File: config.mk
export PLATFORM = sky130hd
export DESIGN_NAME = stream_mux_nx1
export DESIGN_NICKNAME = d
export VERILOG_FILES = /design/src/rtl/stream_mux_nx1.sv
export SDC_FILE = /design/constraint.sdc
export NUM_CORES = 1
export LEC_CHECK = 0
export CORE_ASPECT_RATIO = 1.1
export CORE_MARGIN = 3
export CORE_UTILIZATION = 30
export DETAILED_ROUTE_END_ITERATION = 10
export MAX_ROUTING_LAYER = met4
export PLACE_DENSITY = 0.88
export SYNTH_ARGS = -nofsm -noshare
export SYNTH_HDL_FRONTEND = slang
export SYNTH_SLANG_ARGS = --single-unit
File: constraint.sdc
create_clock -name clk -period 1.57 [get_ports clk]
set_input_delay 0.314 -clock clk [delete_from_list [all_inputs] [get_ports clk]]
set_output_delay 0.314 -clock clk [all_outputs]
set_load 0.1 [all_outputs]
File: src/rtl/stream_mux_nx1.sv
// stream_mux_nx1: N-to-1 valid/ready stream mux with registered output, external select or round-robin.
module stream_mux_nx1 #(
  parameter int WIDTH    = 16,
  parameter int CHANNELS = 4,
  parameter int MODE     = 0,
  parameter int SEL_W    = 2
) (
  input  logic                      clk,
  input  logic                      rst,
  input  logic [CHANNELS*WIDTH-1:0] in_data,
  input  logic [CHANNELS-1:0]       in_valid,
  output logic [CHANNELS-1:0]       in_ready,
  input  logic [SEL_W-1:0]          sel,
  output logic [WIDTH-1:0]          out_data,
  output logic [SEL_W-1:0]          out_chan,
  output logic                      out_valid,
  input  logic                      out_ready
);
  localparam int SLOTS = 2 ** SEL_W;
  if (CHANNELS < 1 || CHANNELS > 16 || SEL_W != ((CHANNELS > 1) ? $clog2(CHANNELS) : 1)) begin : g_bad_params
    $error("stream_mux_nx1: illegal CHANNELS/SEL_W combination");
  end
  logic                 load_en;
  logic                 gnt_vld;
  logic [SEL_W-1:0]     gnt_idx;
  logic [SEL_W-1:0]     last_grant;
  logic [SLOTS-1:0]     valid_ext;
  logic [WIDTH-1:0]     ch [SLOTS];
  logic                 unused_ok;
  assign unused_ok = ^{sel, last_grant};
  // Pad to a power-of-two slot count so any index, even out of range, reads a non-valid zero slot.
  genvar k;
  for (k = 0; k < SLOTS; k++) begin : g_ch
    if (k < CHANNELS) begin : g_real
      assign ch[k]        = in_data[k*WIDTH +: WIDTH];
      assign valid_ext[k] = in_valid[k];
    end else begin : g_pad
      assign ch[k]        = '0;
      assign valid_ext[k] = 1'b0;
    end
  end
  if (MODE == 0) begin : g_sel
    assign gnt_idx = (CHANNELS == 1) ? '0 : sel;
    assign gnt_vld = valid_ext[gnt_idx];
  end else begin : g_rr
    // Scan from the farthest candidate to the nearest so the nearest valid one after last_grant wins.
    always_comb begin
      gnt_vld = 1'b0;
      gnt_idx = '0;
      for (int i = CHANNELS; i >= 1; i--)
        if (valid_ext[SEL_W'((int'(last_grant) + i) % CHANNELS)]) begin
          gnt_vld = 1'b1;
          gnt_idx = SEL_W'((int'(last_grant) + i) % CHANNELS);
        end
    end
  end
  assign load_en  = !out_valid || out_ready;
  assign in_ready = (!rst && load_en && gnt_vld) ? (CHANNELS'(1) << gnt_idx) : '0;
  always_ff @(posedge clk or posedge rst) begin
    if (rst) begin
      out_valid  <= 1'b0;
      out_data   <= '0;
      out_chan   <= '0;
      last_grant <= SEL_W'(CHANNELS - 1);
    end else if (load_en) begin
      out_valid <= gnt_vld;
      if (gnt_vld) begin
        out_data   <= ch[gnt_idx];
        out_chan   <= gnt_idx;
        last_grant <= gnt_idx;
      end
    end
  end
endmodule

==> results of run 1 <==
## power by group through the flow
| stage | Sequential (W) | Clock, W | Combinational (W) |
|---|---|---|---|
| after floorplan | 0.00161 | 0 | 0.000344 |
| after global placement | 0.000759 | 0 | 0.00206 |
| after detailed placement | 0.000771 | 0 | 0.00210 |
| after CTS | 0.000762 | 0.000358 | 0.00210 |
| after global routing | 0.000777 | 0.000391 | 0.00216 |
| final | 0.000759 | 0.000352 | 0.00210 |
## state kept, by name (all words and copies together), names as in the netlist
name and count:
out_chan 2, out_valid 1, out_data 16
## worst reg2reg max path: stages, from the launching register on
cell      delay [ns]
dfrtp_4         0.50
nand2b_4        0.08
or3b_4          0.42
buf_4           0.15
buf_6           0.11
and2_4          0.15
buf_12          0.14
mux2_4          0.30
## cell families (layout without fill, tap and decap cells)
| group | after synthesis | count (layout) | share of synthesized area |
|---|---|---|---|
| AOI/OAI and AO/OA | 1 | 1 | 0.00409 |
| buffers and inverters | 9 | 118 | 0.0450 |
| DFF | 19 | 19 | 0.389 |
| muxes | 35 | 35 | 0.499 |
| and+or+nand+nor | 12 | 12 | 0.0624 |
## placed cells by master, fill, tap and decap left out, types with 2 or more instances in the layout
| master | n |
|---|---|
| clkdlybuf4s50_1 | 66 |
| mux4_2 | 16 |
| buf_12 | 26 |
| dfrtp_1 | 18 |
| mux2_2 | 7 |
| clkbuf_8 | 3 |
| mux2_4 | 11 |
| nor4_4 | 2 |
| buf_4 | 11 |
| dlygate4sd2_1 | 5 |
| inv_1 | 2 |
| buf_6 | 3 |
| nor4b_4 | 2 |
| nand2_1 | 4 |
## area by class of cell
| type | instances | area (µm²) |
|---|---|---|
| well taps | 50 | 62.6 |
| fillers | 244 | 1040 |
| flip-flops and latches | 19 | 479 |
| multi-input cells | 48 | 776 |
| inverters | 2 | 7.51 |
| clock buffers | 3 | 41.3 |
| clock inverters | 1 | 5.00 |
| repair buffers | 112 | 1350 |
## worst max-delay path by stage
stage / from / end / slack [ns] / cells past startpoint
final: out_valid$_DFFE_PP0N_ / in_ready[2] / -0.54 / 4
after global placement: sel[1] / in_ready[2] / -0.66 / 5
after CTS: out_valid$_DFFE_PP0N_ / in_ready[2] / -0.56 / 4
after detailed placement: sel[1] / in_ready[2] / -0.72 / 5
after global routing: out_valid$_DFFE_PP0N_ / in_ready[2] / -0.59 / 4
after floorplan: out_valid$_DFFE_PP0N_ / in_ready[2] / -0.99 / 3
## through the flow
stage                     hold slack [ns]  setup TNS, ns  setup WS, ns
final                               0.479          -7.97        -0.537
after floorplan                     0.265          -9.10        -0.994
after global routing                0.520          -8.88        -0.589
after detailed placement            0.531         -12.57        -0.716
after global placement              0.521         -11.53        -0.663
after CTS                           0.547          -6.26        -0.560
## timing repair
item                                    CTS  global route
hold buffers                              0             0
pin swaps                                 3             2
gates cloned                              0             0
endpoints found under the hold margin     0             0
endpoints found under the setup margin   21            21
setup buffers                             1             3
gates resized for setup                   9             3
## routing by layer
layer	up-vias	part of all wire	wire [µm]	global-route usage
met5	-	0	0	-
met4	0	0.0057	24	0.0270
met3	4	0.052	219	0.0247
met2	53	0.61	2580	0.379
met1	569	0.33	1410	0.195
li1	517	-	-	-
==> impl_metrics.env, run 1 <==
export IMPL_status="finished, violations left"
export IMPL_violations="setup timing"
export IMPL_synth_edf_count=0
export IMPL_worst_endpoint_arrival_ns=1.79
export IMPL_switching_power_w=0.00150
export IMPL_path_max_fanout=3
export IMPL_syn2layout_area_growth_pct=123
export IMPL_slowest_delay_ns=0.50
export IMPL_min_from="in_valid[3]"
export IMPL_p_sw_frac=0.468
export IMPL_reg2reg_to="out_data[12]$_DFFE_PP0P_"
export IMPL_syn_nets=149
export IMPL_crit_buf_inv=1
export IMPL_drive_gt1_frac=0.470
export IMPL_criticalPathCategory="reg2out"
export IMPL_place_inst=227
export IMPL_total_power_w=0.00321
export IMPL_drtPass1Iterations=4
export IMPL_path_clk_slew_ns=0.08
export IMPL_p_clk_frac=0.110
export IMPL_async_flop_share=1.00
export IMPL_core_area_um2=3770
export IMPL_whs_path_depth=4
export IMPL_pwr_share_comb=0.654
export IMPL_path_cells="nand2b_4 -> or3b_4 -> nor4b_4 -> buf_12"
export IMPL_critPathSlowestCell="dfrtp_4"
export IMPL_internal_power_w=0.00171
export IMPL_synth_top_cell_area_share=0.389
export IMPL_clock_path_buffers=2
export IMPL_irDropWorstVdd_mv=0.624
export IMPL_overflow=0
export IMPL_yosysSeqAreaShare=0.389
export IMPL_drt_iter0_drc=35
export IMPL_cts_tree="done"
export IMPL_detail_route_wl_per_cell_um=18.0
export IMPL_ys_warn_count=0
export IMPL_seq_power_share=0.236
export IMPL_detailed_place_hpwl_mm=3.63
export IMPL_worst_pin_slew_ns=0.295
export IMPL_h_tree_depth=1
export IMPL_post_route_drc_count=0
export IMPL_setup_ws_ns=-0.537
export IMPL_skew_ns=0.00412
export IMPL_fin_area_um2=2730
export IMPL_grt_start_max_net_pins=20
export IMPL_ys_ff_latch=19
export IMPL_final_nets=259
export IMPL_leakagePower_nw=1.15
export IMPL_antenna_cells=0
export IMPL_routed_wl_mm=4.23
export IMPL_boundaryPins=96
export IMPL_gp_congestion=0.753
export IMPL_r2r_slack_ns=-0.38
export IMPL_min_to="out_valid$_DFFE_PP0N_"
export IMPL_drv_slew=0
export IMPL_critical_path_top_delay_family="simple AND/OR/NAND/NOR gates"
export IMPL_final_cells=235
export IMPL_fin_crit_ns=2.11
export IMPL_syn_area_um2=1220
export IMPL_start_util=0.324
export IMPL_synth_common_cells="19 x dfrtp_1, 16 x mux4_2, 10 x mux2_4"
export IMPL_dieArea_um2=4880
export IMPL_power_density_nw_per_um2=1180
export IMPL_antenna_found_initial=0
export IMPL_cts_sinks=19
export IMPL_grt_usage=0.189
export IMPL_end_kind="output port"
export IMPL_synth_area_leader_cell="dfrtp_1"
export IMPL_setup_viol=21
export IMPL_yosysUniqueCellTypes=18
export IMPL_dieWidth_um=66.9
export IMPL_final_core_util=0.723
export IMPL_synth_area_top_cells="dfrtp_1 39%, mux4_2 29%, mux2_4 12%, mux2_2 7.4%, buf_6 1.8%"
export IMPL_rsz0062_at_grt="true"
export IMPL_viasPerCell=4.86
export IMPL_vias=1143
export IMPL_regToRegStartpoint="out_valid$_DFFE_PP0N_"
export IMPL_post_route_period_util=1.34
export IMPL_die_h_um=73.0
export IMPL_postPlaceCellArea_um2=2630
export IMPL_row_count=23
export IMPL_port_buffers=95
export IMPL_grt_pass1_wl_mm=6.63
export IMPL_clk_latency_ns=0.25
export IMPL_fmaxAchievable_mhz=475
export IMPL_numCtsBuffers=3
export IMPL_min_path_type="in2reg"
export IMPL_avgSynthCellArea_um2=16.1
export IMPL_cp_start_kind="flop"
export IMPL_max_slew_margin=0.802
export IMPL_syn_inst=76
export IMPL_drv_cap=0
export IMPL_reg2reg_depth=7
export IMPL_antenna_left=0
export IMPL_first_global_vias=1376
export IMPL_cts_root_buf="clkbuf_8"
export IMPL_synthFlopType="dfrtp_1"
export IMPL_cp_required_ns=1.26
export IMPL_synth_most_common_cell="dfrtp_1"
export IMPL_final_hold_viol_count=0
(Power assumes the default switching activity.)
==> inputs of run 2 (changes only) <==
Settings changed: SKIP_CTS_REPAIR_TIMING from default to 1.
==> run 2 against run 1 <==
  * The run still ends with setup timing left
  * Global-route usage shrank 0.17 points
  * Sequential power is essentially flat
  * Sequential cell count is the same
  * Utilization shrank 0.27 points
  * Clock skew is essentially flat
  * Combinational power is essentially flat
  * Fmax shrank 1.3%
  * Cell count shrank 1.3%
  * Critical path depth is the same
  * Register-to-register slack gained 0.22 ns
  * Largest power group unchanged
==> impl_metrics.env, run 2 (same netlist as run 1, synthesis figures left out) <==
export IMPL_routed_wl_mm=4.20
export IMPL_drive_gt1_frac=0.462
export IMPL_skew_ns=0.00401
export IMPL_clock_path_buffers=2
export IMPL_top_regs="out_data (16), out_chan (2), out_valid (1)"
export IMPL_drv_cap=0
export IMPL_antenna_left=0
export IMPL_path_clk_slew_ns=0.08
export IMPL_layout_common_cells="67 x clkdlybuf4s50_1, 26 x buf_12, 18 x dfrtp_1, 16 x mux4_2, 11 x mux2_4"
export IMPL_cts_root_buf="clkbuf_8"
export IMPL_worst_endpoint_arrival_ns=1.82
export IMPL_rsz0062_at_grt="true"
export IMPL_final_hold_viol_count=0
export IMPL_status="finished, violations left"
export IMPL_met1_usage=0.195
export IMPL_cts_sinks=19
export IMPL_leakagePower_nw=1.17
export IMPL_fin_hold_ws_ns=0.468
export IMPL_post_route_period_util=1.36
export IMPL_fmaxAchievable_mhz=468
export IMPL_path_max_fanout=4
export IMPL_whs_path_depth=5
export IMPL_violations="setup timing"
export IMPL_drv_slew=0
export IMPL_core_area_um2=3770
export IMPL_syn2layout_area_growth_pct=122
export IMPL_cp_required_ns=1.26
export IMPL_h_tree_depth=1
export IMPL_fin_crit_ns=2.14
export IMPL_postPlaceCellArea_um2=2630
export IMPL_gp_congestion=0.753
export IMPL_clk_latency_ns=0.25
export IMPL_boundaryPins=96
export IMPL_detailed_place_hpwl_mm=3.63
export IMPL_antenna_cells=0
export IMPL_numCtsBuffers=3
export IMPL_viasPerCell=4.87
export IMPL_cp_start_kind="flop"
export IMPL_min_from="in_valid[0]"
export IMPL_antenna_found_initial=0
export IMPL_start_util=0.324
export IMPL_grt_usage=0.187
export IMPL_min_path_type="in2reg"
export IMPL_irDropWorstVdd_mv=0.622
export IMPL_grt_start_max_net_pins=20
export IMPL_port_buffers=95
export IMPL_regToRegStartpoint="out_valid$_DFFE_PP0N_"
export IMPL_place_inst=227
export IMPL_fillCellCount=244
export IMPL_ff_latch_area_um2=479
export IMPL_reg2reg_to="out_data[12]$_DFFE_PP0P_"
export IMPL_setup_viol=21
export IMPL_vias=1130
export IMPL_reg2reg_depth=5
export IMPL_final_cells=232
export IMPL_drt_iter0_drc=36
export IMPL_criticalPathCategory="reg2out"
export IMPL_largest_register_ffs=16
export IMPL_r2r_slack_ns=-0.16
export IMPL_multi_input_area_um2=776
export IMPL_top_register="out_data"
export IMPL_row_count=23
export IMPL_final_common_cell="clkdlybuf4s50_1"
export IMPL_power_density_nw_per_um2=1180
export IMPL_dieWidth_um=66.9
export IMPL_max_slew_margin=0.800
export IMPL_worst_pin_slew_ns=0.298
export IMPL_drtPass1Iterations=4
export IMPL_overflow=0
export IMPL_use_met3=0.0247
export IMPL_first_global_vias=1363
export IMPL_grt_pass1_wl_mm=6.56
export IMPL_die_h_um=73.0
export IMPL_post_route_drc_count=0
export IMPL_cts_tree="done"
export IMPL_gr_usage_met2=0.373
export IMPL_min_to="out_valid$_DFFE_PP0N_"
export IMPL_dieArea_um2=4880
export IMPL_fin_area_um2=2720
export IMPL_grt_busiest_layer="met2"
export IMPL_setup_ws_ns=-0.565
export IMPL_final_nets=256
export IMPL_end_kind="output port"
export IMPL_detail_route_wl_per_cell_um=18.1
-- run 2: cell types whose count changed in the layout (fill, tap and decap cells not counted), sizes merged --
cell | before | now
buf | 40 | 37
clkdlybuf4s50 | 66 | 67
dlygate4sd2 | 5 | 0
dlymetal6s2s | 1 | 5
-- run 2: final cells by class --
cell class	instances	area share
inverter	2	0.00276
sequential	19	0.176
clock inverter	1	0.00184
tap	50	0.0230
multi-input combinational	48	0.286
clock buffer	3	0.0152
timing repair buffer	109	0.495
-- run 2: worst max path at each step --
stage	start	endpoint	slack, ns	depth (start not counted)
after floorplan	out_valid$_DFFE_PP0N_	in_ready[2]	-0.99	3
after global placement	sel[1]	in_ready[2]	-0.66	5
after detailed placement	sel[1]	in_ready[2]	-0.72	5
after CTS	sel[1]	in_ready[2]	-0.72	5
after global routing	out_valid$_DFFE_PP0N_	in_ready[2]	-0.62	4
final	out_valid$_DFFE_PP0N_	in_ready[2]	-0.57	4
-- run 2: power breakdown --
| group | total (W) | switching (W) | internal, W |
|---|---|---|---|
| Sequential | 0.000760 | 0.000144 | 0.000616 |
| Combinational | 0.00209 | 0.00118 | 0.000911 |
| Clock | 0.000352 | 0.000176 | 0.000176 |
| Total | 0.00320 | 0.00150 | 0.00170 |
-- run 2: critical path, cell delays in order, from the launching register on --
cell and delay, ns:
dfrtp_4 0.50, nand2b_4 0.07, or3b_4 0.42, nor4b_4 0.35, buf_12 0.22
-- run 2: layer usage --
metal	vias to the layer above	wire length, µm
met5	-	0
met4	0	24
met3	4	221
met2	53	2550
met1	561	1410
li1	512	-
-- run 2: per-stage QoR --
| stage | setup TNS (ns) | worst slack (ns) | total power [W] | utilization |
|---|---|---|---|---|
| after floorplan | -9.10 | -0.994 | 0.00196 | - |
| after global placement | -11.53 | -0.663 | 0.00282 | 0.696 |
| after detailed placement | -12.57 | -0.716 | 0.00287 | 0.696 |
| after CTS | -7.77 | -0.716 | 0.00322 | 0.709 |
| after global routing | -5.16 | -0.616 | 0.00332 | 0.720 |
| final | -4.30 | -0.565 | 0.00320 | 0.720 |
